## src/rtl/disp_scan_ctrl_amisha_if.sv

```systemverilog
// Frame-load handshake bundle for the 4-digit scan controller.
// Carries valid/ready plus the four segment patterns and enable mask.
interface disp_scan_ctrl_amisha_if;
  logic       load_valid_amisha;
  logic       load_ready_amisha;
  logic [7:0] in0_amisha;
  logic [7:0] in1_amisha;
  logic [7:0] in2_amisha;
  logic [7:0] in3_amisha;
  logic [3:0] en_amisha;

  modport master (
    output load_valid_amisha,
    output in0_amisha,
    output in1_amisha,
    output in2_amisha,
    output in3_amisha,
    output en_amisha,
    input  load_ready_amisha
  );

  modport slave (
    input  load_valid_amisha,
    input  in0_amisha,
    input  in1_amisha,
    input  in2_amisha,
    input  in3_amisha,
    input  en_amisha,
    output load_ready_amisha
  );
endinterface

```

## src/rtl/disp_scan_ctrl_amisha.sv

```systemverilog
// Tear-free 4-digit 7-segment scan controller with double-buffered frames.
// Optional PWM brightness via macro DISP_BRIGHTNESS_EN.
module disp_scan_ctrl_amisha #(
  parameter int DWELL_CYCLES = 50000
) (
  input  logic       clk_amisha,
  input  logic       reset_n_amisha,
`ifdef DISP_BRIGHTNESS_EN
  input  logic [1:0] bright_amisha,
`endif
  disp_scan_ctrl_amisha_if.slave ld,
  output logic [3:0] an_amisha,
  output logic [7:0] sseg_amisha,
  output logic       frame_amisha
);

  localparam int CW = $clog2(DWELL_CYCLES);
  localparam logic [CW-1:0] LAST = CW'(DWELL_CYCLES - 1);

  typedef enum logic {SCAN, PEND} state_t;

  state_t      state_q;
  state_t      state_d;
  logic        run_q;
  logic [CW-1:0] slot_q;
  logic [1:0]  dig_q;
  logic [7:0]  act_q [4];
  logic [7:0]  pend_q [4];
  logic [3:0]  act_en_q;
  logic [3:0]  pend_en_q;
  logic [7:0]  in_pat [4];

  logic ready;
  logic xfer;
  logic cap_act;
  logic cap_pend;
  logic promote;
  logic lim_ok;
  logic lit;

  assign in_pat[0] = ld.in0_amisha;
  assign in_pat[1] = ld.in1_amisha;
  assign in_pat[2] = ld.in2_amisha;
  assign in_pat[3] = ld.in3_amisha;

  assign frame_amisha = (dig_q == 2'd3) && (slot_q == LAST);
  // run_q keeps ready low while reset is held
  assign ready = run_q && (state_q == SCAN);
  assign ld.load_ready_amisha = ready;
  assign xfer = ld.load_valid_amisha && ready;

  always_ff @(posedge clk_amisha or negedge reset_n_amisha) begin
    if (!reset_n_amisha) begin
      state_q <= SCAN;
      run_q   <= 1'b0;
    end else begin
      state_q <= state_d;
      run_q   <= 1'b1;
    end
  end

  always_comb begin
    state_d  = state_q;
    cap_act  = 1'b0;
    cap_pend = 1'b0;
    promote  = 1'b0;
    unique case (state_q)
      SCAN: begin
        if (xfer) begin
          if (frame_amisha) begin
            cap_act = 1'b1;
          end else begin
            cap_pend = 1'b1;
            state_d  = PEND;
          end
        end
      end
      PEND: begin
        if (frame_amisha) begin
          promote = 1'b1;
          state_d = SCAN;
        end
      end
      default: state_d = SCAN;
    endcase
  end

  always_ff @(posedge clk_amisha or negedge reset_n_amisha) begin
    if (!reset_n_amisha) begin
      slot_q <= '0;
      dig_q  <= 2'd0;
    end else if (slot_q == LAST) begin
      slot_q <= '0;
      dig_q  <= dig_q + 2'd1;
    end else begin
      slot_q <= slot_q + CW'(1);
    end
  end

  always_ff @(posedge clk_amisha or negedge reset_n_amisha) begin
    if (!reset_n_amisha) begin
      for (int i = 0; i < 4; i++) begin
        act_q[i]  <= 8'hFF;
        pend_q[i] <= 8'hFF;
      end
      act_en_q  <= 4'h0;
      pend_en_q <= 4'h0;
    end else begin
      if (cap_act) begin
        for (int i = 0; i < 4; i++) act_q[i] <= in_pat[i];
        act_en_q <= ld.en_amisha;
      end else if (promote) begin
        for (int i = 0; i < 4; i++) act_q[i] <= pend_q[i];
        act_en_q <= pend_en_q;
      end
      if (cap_pend) begin
        for (int i = 0; i < 4; i++) pend_q[i] <= in_pat[i];
        pend_en_q <= ld.en_amisha;
      end
    end
  end

`ifdef DISP_BRIGHTNESS_EN
  logic [CW+2:0] on_prod;
  logic [CW+2:0] on_lim;

  always_comb begin
    on_prod = (CW+3)'({1'b0, bright_amisha} + 3'd1)
            * (CW+3)'(DWELL_CYCLES);
    on_lim  = on_prod >> 2;
    lim_ok  = ({3'b000, slot_q} < on_lim);
  end
`else
  assign lim_ok = 1'b1;
`endif

  // first two slot cycles stay dark to hide anode switching ghosts
  assign lit = act_en_q[dig_q] && (slot_q >= CW'(2)) && lim_ok;

  always_ff @(posedge clk_amisha or negedge reset_n_amisha) begin
    if (!reset_n_amisha) begin
      an_amisha   <= 4'hF;
      sseg_amisha <= 8'hFF;
    end else if (lit) begin
      an_amisha   <= ~(4'b0001 << dig_q);
      sseg_amisha <= act_q[dig_q];
    end else begin
      an_amisha   <= 4'hF;
      sseg_amisha <= 8'hFF;
    end
  end

endmodule

```

## src/flat_wrapper.sv

```systemverilog
// flat-port wrapper written by rule: the top's interface ports become plain ports
module disp_scan_ctrl_amisha_flat 
#(
  parameter int DWELL_CYCLES = 50000
)
  (clk_amisha, reset_n_amisha, an_amisha, sseg_amisha, frame_amisha, ld_load_valid_amisha, ld_in0_amisha, ld_in1_amisha, ld_in2_amisha, ld_in3_amisha, ld_en_amisha, ld_load_ready_amisha);
  disp_scan_ctrl_amisha_if ld_i ();
  input  logic clk_amisha;
  input  logic reset_n_amisha;
  output logic [3:0] an_amisha;
  output logic [7:0] sseg_amisha;
  output logic frame_amisha;
  input wire logic [$bits(ld_i.load_valid_amisha)-1:0] ld_load_valid_amisha;
  input wire logic [$bits(ld_i.in0_amisha)-1:0] ld_in0_amisha;
  input wire logic [$bits(ld_i.in1_amisha)-1:0] ld_in1_amisha;
  input wire logic [$bits(ld_i.in2_amisha)-1:0] ld_in2_amisha;
  input wire logic [$bits(ld_i.in3_amisha)-1:0] ld_in3_amisha;
  input wire logic [$bits(ld_i.en_amisha)-1:0] ld_en_amisha;
  output wire logic [$bits(ld_i.load_ready_amisha)-1:0] ld_load_ready_amisha;
  assign ld_i.load_valid_amisha = ld_load_valid_amisha;
  assign ld_i.in0_amisha = ld_in0_amisha;
  assign ld_i.in1_amisha = ld_in1_amisha;
  assign ld_i.in2_amisha = ld_in2_amisha;
  assign ld_i.in3_amisha = ld_in3_amisha;
  assign ld_i.en_amisha = ld_en_amisha;
  assign ld_load_ready_amisha = ld_i.load_ready_amisha;
  disp_scan_ctrl_amisha #(.DWELL_CYCLES(DWELL_CYCLES)) u_core (.clk_amisha(clk_amisha), .reset_n_amisha(reset_n_amisha), .ld(ld_i), .an_amisha(an_amisha), .sseg_amisha(sseg_amisha), .frame_amisha(frame_amisha));
endmodule
```

## config.mk

```make
export PLATFORM = sky130hd
export DESIGN_NAME = disp_scan_ctrl_amisha_flat
export DESIGN_NICKNAME = d
export VERILOG_FILES = /design/src/rtl/disp_scan_ctrl_amisha_if.sv /design/src/rtl/disp_scan_ctrl_amisha.sv /design/src/flat_wrapper.sv
export SDC_FILE = /design/constraint.sdc
export NUM_CORES = 1
export LEC_CHECK = 0
export BUFFER_PORTS_ARGS = -buffer_cell sky130_fd_sc_hd__buf_4
export CORE_MARGIN = 3
export CORE_UTILIZATION = 60
export DETAILED_ROUTE_END_ITERATION = 6
export GPL_ROUTABILITY_DRIVEN = 1
export PLACE_DENSITY = 0.83
export SETUP_SLACK_MARGIN = 0.1
export SYNTH_ARGS = -nofsm -noshare
export SYNTH_HDL_FRONTEND = slang
export SYNTH_SLANG_ARGS = --single-unit
```

## constraint.sdc

```tcl
create_clock -name clk_amisha -period 3 [get_ports clk_amisha]
set_input_delay 0.6 -clock clk_amisha [delete_from_list [all_inputs] [get_ports clk_amisha]]
set_output_delay 0.6 -clock clk_amisha [all_outputs]
set_load 0.02 [all_outputs]
```

==> impl_metrics.env, run 1 <==
export IMPL_grt_start_max_net_pins=63
export IMPL_hold_path_class="input pin to async pin"
export IMPL_cpMaxStageDelayCell="and3_4"
export IMPL_place_inst=523
export IMPL_maxSlewHeadroom_pct=31.7
export IMPL_postCtsSetupBuffers=0
export IMPL_syn_nets=430
export IMPL_clk_path_buf_depth=2
export IMPL_grt_pass1_vias=3400
export IMPL_io_pins=53
export IMPL_setup_tns_ns=0
export IMPL_numPortBuffers=52
export IMPL_via_count=3191
export IMPL_dieArea_um2=9510
export IMPL_antenna_left=0
export IMPL_synth_area_leaders="dfstp_2, dfrtp_1, a2bb2oi_2"
export IMPL_fin_crit_ns=2.68
export IMPL_cts_tree="yes"
export IMPL_skew_ns=0.0135
export IMPL_grt_ovfl_total=0
export IMPL_vias_per_cell=5.92
export IMPL_core_area_um2=7930
export IMPL_async_flop_share_pct=100
export IMPL_grt_usage_pct=21.5
export IMPL_cp_start_kind="register"
export IMPL_initial_utilization_pct=63.4
export IMPL_reg2reg_slack_ns=0.71
export IMPL_fin_cells=539
export IMPL_synth_cells=385
export IMPL_nets=477
export IMPL_synth_common_cells="dfstp_2, o21ai_0, a2bb2oi_2"
export IMPL_worstPathCellList="ha_1 -> nand3_2 -> nor3_2 -> and3_4 -> buf_4"
export IMPL_endpoint_kind="output pin"
export IMPL_final_hold_viol_count=0
export IMPL_placed_area_um2=5490
export IMPL_synth_cell_types=41
export IMPL_r2r_end="u_core.act_en_q[0]"
export IMPL_syn_area_per_cell_um2=13.1
export IMPL_synth_area_um2=5020
export IMPL_nFillCells=541
export IMPL_synth_most_common_cell="dfstp_2"
export IMPL_drv_cap=0
export IMPL_regArea_um2=2700
export IMPL_synth_largest_area_cell="dfstp_2"
export IMPL_clkLatencyLatePin_ns=0.36
export IMPL_grt_pass1_wl_mm=16.6
export IMPL_ir_drop_uv=280
export IMPL_finalInstanceArea_um2=5680
export IMPL_ctsHoldBuffers=0
export IMPL_routabilityCongestion=0.886
export IMPL_wl_per_cell_um=17.6
export IMPL_synth_seq_area_share_pct=53.7
export IMPL_crit_required_ns=2.40
export IMPL_drv_slew=0
export IMPL_max_freq_ghz=0.373
export IMPL_num_antenna_cells=0
export IMPL_r2r_start="u_core.slot_q[1]"
export IMPL_period_share_pct=89.4
export IMPL_antenna_found_initial=0
export IMPL_crit_type="register to output pin"
export IMPL_netlist_area_leader_share_pct=39.7
export IMPL_worst_slew_pin_slew_ns=1.02
export IMPL_cp_slowest_stage_delay_ns=0.44
export IMPL_area_growth_pct=13.0
export IMPL_cts_root_buffer="clkbuf_8"
export IMPL_rsz0062_at_grt="false"
export IMPL_critPathArrivalTime_ns=2.08
export IMPL_multiInputGateArea_um2=2140
export IMPL_power_density_nw_per_um2=470
export IMPL_dr_pass1_iters=4
export IMPL_cts_buffers=9
export IMPL_cp_num_buf_inv=1
export IMPL_drive_above_1_share_pct=52.6
export IMPL_route_detailed_drc=0
export IMPL_synth_edf_count=0
export IMPL_htree_levels=3
export IMPL_cp_top_family="simple AND/OR/NAND/NOR gates"
export IMPL_synthFlopType="dfstp_2"
export IMPL_dp_hpwl_mm=6.56
export IMPL_crit_fanout=21
export IMPL_rows=32
export IMPL_cellLeakagePower_nw=2.26
export IMPL_ys_seq_elements=104
export IMPL_fp_dieW_um=97.5
export IMPL_clock_sinks=104
export IMPL_routed_wl_mm=9.50
export IMPL_drtIter0Drc=137
export IMPL_clk_pin_slew_worst_paths_ns=0.10
export IMPL_ys_warn_count=0
export IMPL_worstRegToRegCells=7
export IMPL_status="complete, no violations"
export IMPL_setup_viol=0
export IMPL_die_h_um=97.5
[cell families after synthesis]
| logic type | count (synthesis) | share of synthesized area (%) |
|---|---|---|
| other | 1 | 0.0746 |
| flip-flops | 104 | 53.7 |
| AND/OR/NAND/NOR | 102 | 11.2 |
| AO/OA/AOI/OAI | 81 | 14.9 |
| adder cells (fa/ha/maj) | 6 | 1.49 |
| multiplexers | 45 | 12.8 |
| buffers and inverters | 34 | 3.76 |
| XOR/XNOR | 12 | 2.09 |
[flip-flops by register name, summed over array words and instances, names as in the netlist, 2 cells and up]
name and cells:
u_core.act_q 32, u_core.pend_q 32, u_core.slot_q 16, u_core.sseg_amisha 8
u_core.act_en_q 4, u_core.an_amisha 4, u_core.pend_en_q 4, u_core.dig_q 2
[what timing repair did]
action / CTS / global route
endpoints found under the hold margin: 0 / 0
resized for setup: 0 / 1
setup endpoints to repair: 0 / 1
[cell usage in the layout, fill, tap and decap left out, drive strengths merged, types with 12 or more instances in the layout]
master,Yosys,routed
a2bb2oi,32,32
buf,14,62
or3,29,29
mux2,36,36
dfstp,76,76
nand2,13,13
o21ai,31,31
clkbuf,12,12
dfrtp,28,28
nor2,21,21
[routing by layer]
| metal | share of wire [%] | vias up | track usage, % |
|---|---|---|---|
| li1 | - | 1484 | - |
| met1 | 45 | 1616 | 28.2 |
| met2 | 49 | 76 | 34.9 |
| met3 | 4.5 | 15 | 5.31 |
| met4 | 1.8 | 0 | 7.88 |
| met5 | 0 | - | 0 |
[cell type report]
class,instances,area share [%]
inverter,8,0.529
clock buffer,12,2.93
sequential,104,47.5
timing repair buffer,62,8.63
multi-input combinational,247,37.7
clock inverter,4,0.441
tap,102,2.25
[worst max-delay path by stage]
stage                    endpoint  depth (start not counted)  slack [ns]        startpoint
2_1_floorplan        frame_amisha                          6        0.89  u_core.slot_q[1]
5_1_grt              frame_amisha                          5        0.22  u_core.slot_q[0]
6_report             frame_amisha                          5        0.32  u_core.slot_q[1]
4_1_cts              frame_amisha                          5        0.16  u_core.slot_q[1]
3_3_place_gp         frame_amisha                          5        0.67  u_core.slot_q[1]
3_5_place_dp   u_core.act_en_q[0]                          7        0.59  u_core.slot_q[1]
[power breakdown]
group	switching, mW	total [mW]	internal, mW
sequential	0.0424	1.59	1.55
combinational	0.116	0.245	0.129
clock	0.456	0.832	0.377
[through the flow]
stage	util [%]	setup slack (ns)	power (mW)	hold WS [ns]
after global placement	69.2	0.671	1.85	0.459
after CTS	71.6	0.155	2.69	0.327
after detailed placement	69.2	0.589	1.86	0.471
final	71.7	0.317	2.67	0.297
after global routing	71.7	0.218	2.79	0.318
after floorplan	-	0.886	1.75	0.304
(Power assumes the default switching activity.)
==> run 2, diff against run 1 <==
--- a/config.mk
+++ b/config.mk
@@ -7,10 +7,11 @@
 export LEC_CHECK = 0
 export BUFFER_PORTS_ARGS = -buffer_cell sky130_fd_sc_hd__buf_4
 export CORE_MARGIN = 3
-export CORE_UTILIZATION = 60
+export CORE_UTILIZATION = 53
+export CTS_CLUSTER_SIZE = 28
 export DETAILED_ROUTE_END_ITERATION = 6
 export GPL_ROUTABILITY_DRIVEN = 1
-export PLACE_DENSITY = 0.83
+export PLACE_DENSITY_LB_ADDON = 0.1
 export SETUP_SLACK_MARGIN = 0.1
 export SYNTH_ARGS = -nofsm -noshare
 export SYNTH_HDL_FRONTEND = slang
==> constraint.sdc (replaced) <==
create_clock -name clk_amisha -period 2.35 [get_ports clk_amisha]
set_input_delay 0.47 -clock clk_amisha [delete_from_list [all_inputs] [get_ports clk_amisha]]
set_output_delay 0.47 -clock clk_amisha [all_outputs]
set_load 0.02 [all_outputs]
==> run 2 against run 1 <==
Against the previous run: the flow now finishes with violations (negative setup slack); sequential power is 28% higher; highest routed layer unchanged; via count up 1.2%; worst setup slack worse by 0.33 ns; non-clock buffer count increased by 11; design area rose by 2.0%; routed wire length increased by 5.7%; sequential cell count unchanged; core utilization down 7.1 points; global-route usage down 0.62 points; largest power group unchanged.
==> impl_metrics.env, run 2 (synthesis gave the netlist of run 1 again) <==
export IMPL_cp_top_family="simple AND/OR/NAND/NOR gates"
export IMPL_drtIter0Drc=91
export IMPL_max_freq_ghz=0.422
export IMPL_io_pins=53
export IMPL_power_mw=3.38
export IMPL_grt_pass1_vias=3342
export IMPL_route_detailed_drc=0
export IMPL_initial_utilization_pct=56.0
export IMPL_ctsHoldBuffers=0
export IMPL_grt_start_max_net_pins=41
export IMPL_routabilityCongestion=0.840
export IMPL_antenna_found_initial=0
export IMPL_drv_slew=0
export IMPL_rsz0062_at_grt="true"
export IMPL_clock_sinks=104
export IMPL_cts_root_buffer="clkbuf_8"
export IMPL_cp_num_buf_inv=2
export IMPL_drv_cap=0
export IMPL_num_antenna_cells=0
export IMPL_maxSlewHeadroom_pct=21.3
export IMPL_pre_cts_ws_ns=-0.0990
export IMPL_cts_buffers=9
export IMPL_worstPathCellList="ha_2 -> nand3_2 -> nor3_4 -> and3_4 -> buf_6 -> buf_4"
export IMPL_critPathArrivalTime_ns=1.90
export IMPL_fp_dieW_um=103
export IMPL_finalInstanceArea_um2=5800
export IMPL_drive_above_1_share_pct=54.5
export IMPL_fin_ws_ns=-0.0177
export IMPL_wl_per_cell_um=17.5
export IMPL_period_share_pct=101
export IMPL_final_hold_viol_count=0
export IMPL_grt_pass1_wl_mm=17.1
export IMPL_core_area_um2=8980
export IMPL_skew_ns=0.0106
export IMPL_placed_area_um2=5600
export IMPL_nets=488
export IMPL_dr_pass1_iters=4
export IMPL_grt_ovfl_total=0
export IMPL_dp_hpwl_mm=6.78
export IMPL_clkLatencyLatePin_ns=0.38
export IMPL_setup_viol=1
export IMPL_routed_wl_mm=10.0
export IMPL_crit_type="register to output pin"
export IMPL_status="complete, but fails checks"
export IMPL_cpMaxStageDelayCell="dfrtp_1"
export IMPL_power_density_nw_per_um2=583
export IMPL_final_common_cell="dfstp_2"
export IMPL_fin_crit_ns=2.37
export IMPL_clk_path_buf_depth=2
export IMPL_nFillCells=683
export IMPL_endpoint_kind="output pin"
export IMPL_rows=34
export IMPL_cp_slowest_stage_delay_ns=0.37
export IMPL_clk_pin_slew_worst_paths_ns=0.10
export IMPL_ir_drop_uv=383
export IMPL_grt_usage_pct=20.9
export IMPL_crit_required_ns=1.88
export IMPL_vias_per_cell=5.62
export IMPL_whs_ns=0.0621
export IMPL_htree_levels=3
export IMPL_antenna_left=0
export IMPL_reg_top3="u_core.act_q: 32 flops, u_core.pend_q: 32 flops, u_core.slot_q: 16 flops"
export IMPL_layout_common_cells="dfstp_2, buf_4, o21ai_0"
export IMPL_cts_tree="yes"
export IMPL_worst_slew_pin_slew_ns=1.18
export IMPL_dieArea_um2=10700
export IMPL_via_count=3228
export IMPL_cellLeakagePower_nw=2.31
export IMPL_cp_start_kind="register"
export IMPL_die_h_um=103
export IMPL_setup_tns_ns=-0.0177
export IMPL_crit_fanout=19
export IMPL_numPortBuffers=52
export IMPL_area_growth_pct=15.4
export IMPL_violations="negative setup slack"
export IMPL_hold_path_class="input pin to async pin"
[run 2: cell count changes in the layout (fill, tap and decap cells not counted), sizes merged]
| cell | change |
|---|---|
| buf | +11 |
| clkinv | +1 |
| clkinvlp | +2 |
| clkbuf | -3 |
[run 2: metrics by stage]
| stage | utilization (%) | std cells |
|---|---|---|
| after floorplan | - | 385 |
| after global placement | 62.4 | 558 |
| after detailed placement | 62.4 | 558 |
| after CTS | 64.5 | 574 |
| after global routing | 64.6 | 574 |
| final | 64.6 | 574 |
[run 2: routing by layer]
metal	wire length, um	part of all wire (%)	vias to the layer above	global-route usage, %
met4	120	1.2	0	5.38
met2	4830	48	70	33.0
met3	420	4.2	10	4.83
li1	-	-	1507	-
met5	0	0	-	0
met1	4680	47	1641	29.4
[run 2: final cells by class]
class	count	area [um2]	share of cell area (%)
multi-input combinational	247	2150	37.2
inverter	8	30.0	0.518
clock inverter	7	56.3	0.971
sequential	104	2700	46.5
tap	126	158	2.72
clock buffer	9	124	2.14
timing repair buffer	73	577	9.95
[run 2: path summary, 6_finish.rpt]
kind | start | to | slack [ns] | cells after the start
min | reset_n_amisha | u_core.slot_q[5] | 0.06 | 1
max in group asynchronous | reset_n_amisha | u_core.act_q[3] | 1.55 | 2
max reg2reg | u_core.slot_q[0] | u_core.pend_en_q[2] | 0.02 | 6
max | u_core.slot_q[0] | frame_amisha | -0.02 | 6
min reg2reg | u_core.pend_en_q[0] | u_core.pend_en_q[0] | 0.49 | 1
min in group clk_amisha | ld_en_amisha[1] | u_core.pend_en_q[1] | 0.31 | 2
[run 2: repair_timing]
action | 4_1_cts | 5_1_grt
buffers inserted | 0 | 0
endpoints found under the hold margin | 0 | 0
endpoints found under the setup margin | 37 | 37
pin swaps | 1 | 1
resized for setup | 3 | 2
[run 2: worst register-to-register path: stages, from the launching register on]
cell and delay [ns]:
dfrtp_1 0.40, ha_2 0.20, nand3_2 0.09, nor3_4 0.06, and3_4 0.19, nor2_4 0.88, mux2_2 0.42
[run 2: power breakdown]
group          switching [mW]  total (mW)  leakage (nW)  internal [mW]
clock network           0.639        1.03        0.0864          0.395
logic                   0.148       0.316          1.06          0.169
registers              0.0530        2.03          1.16           1.98
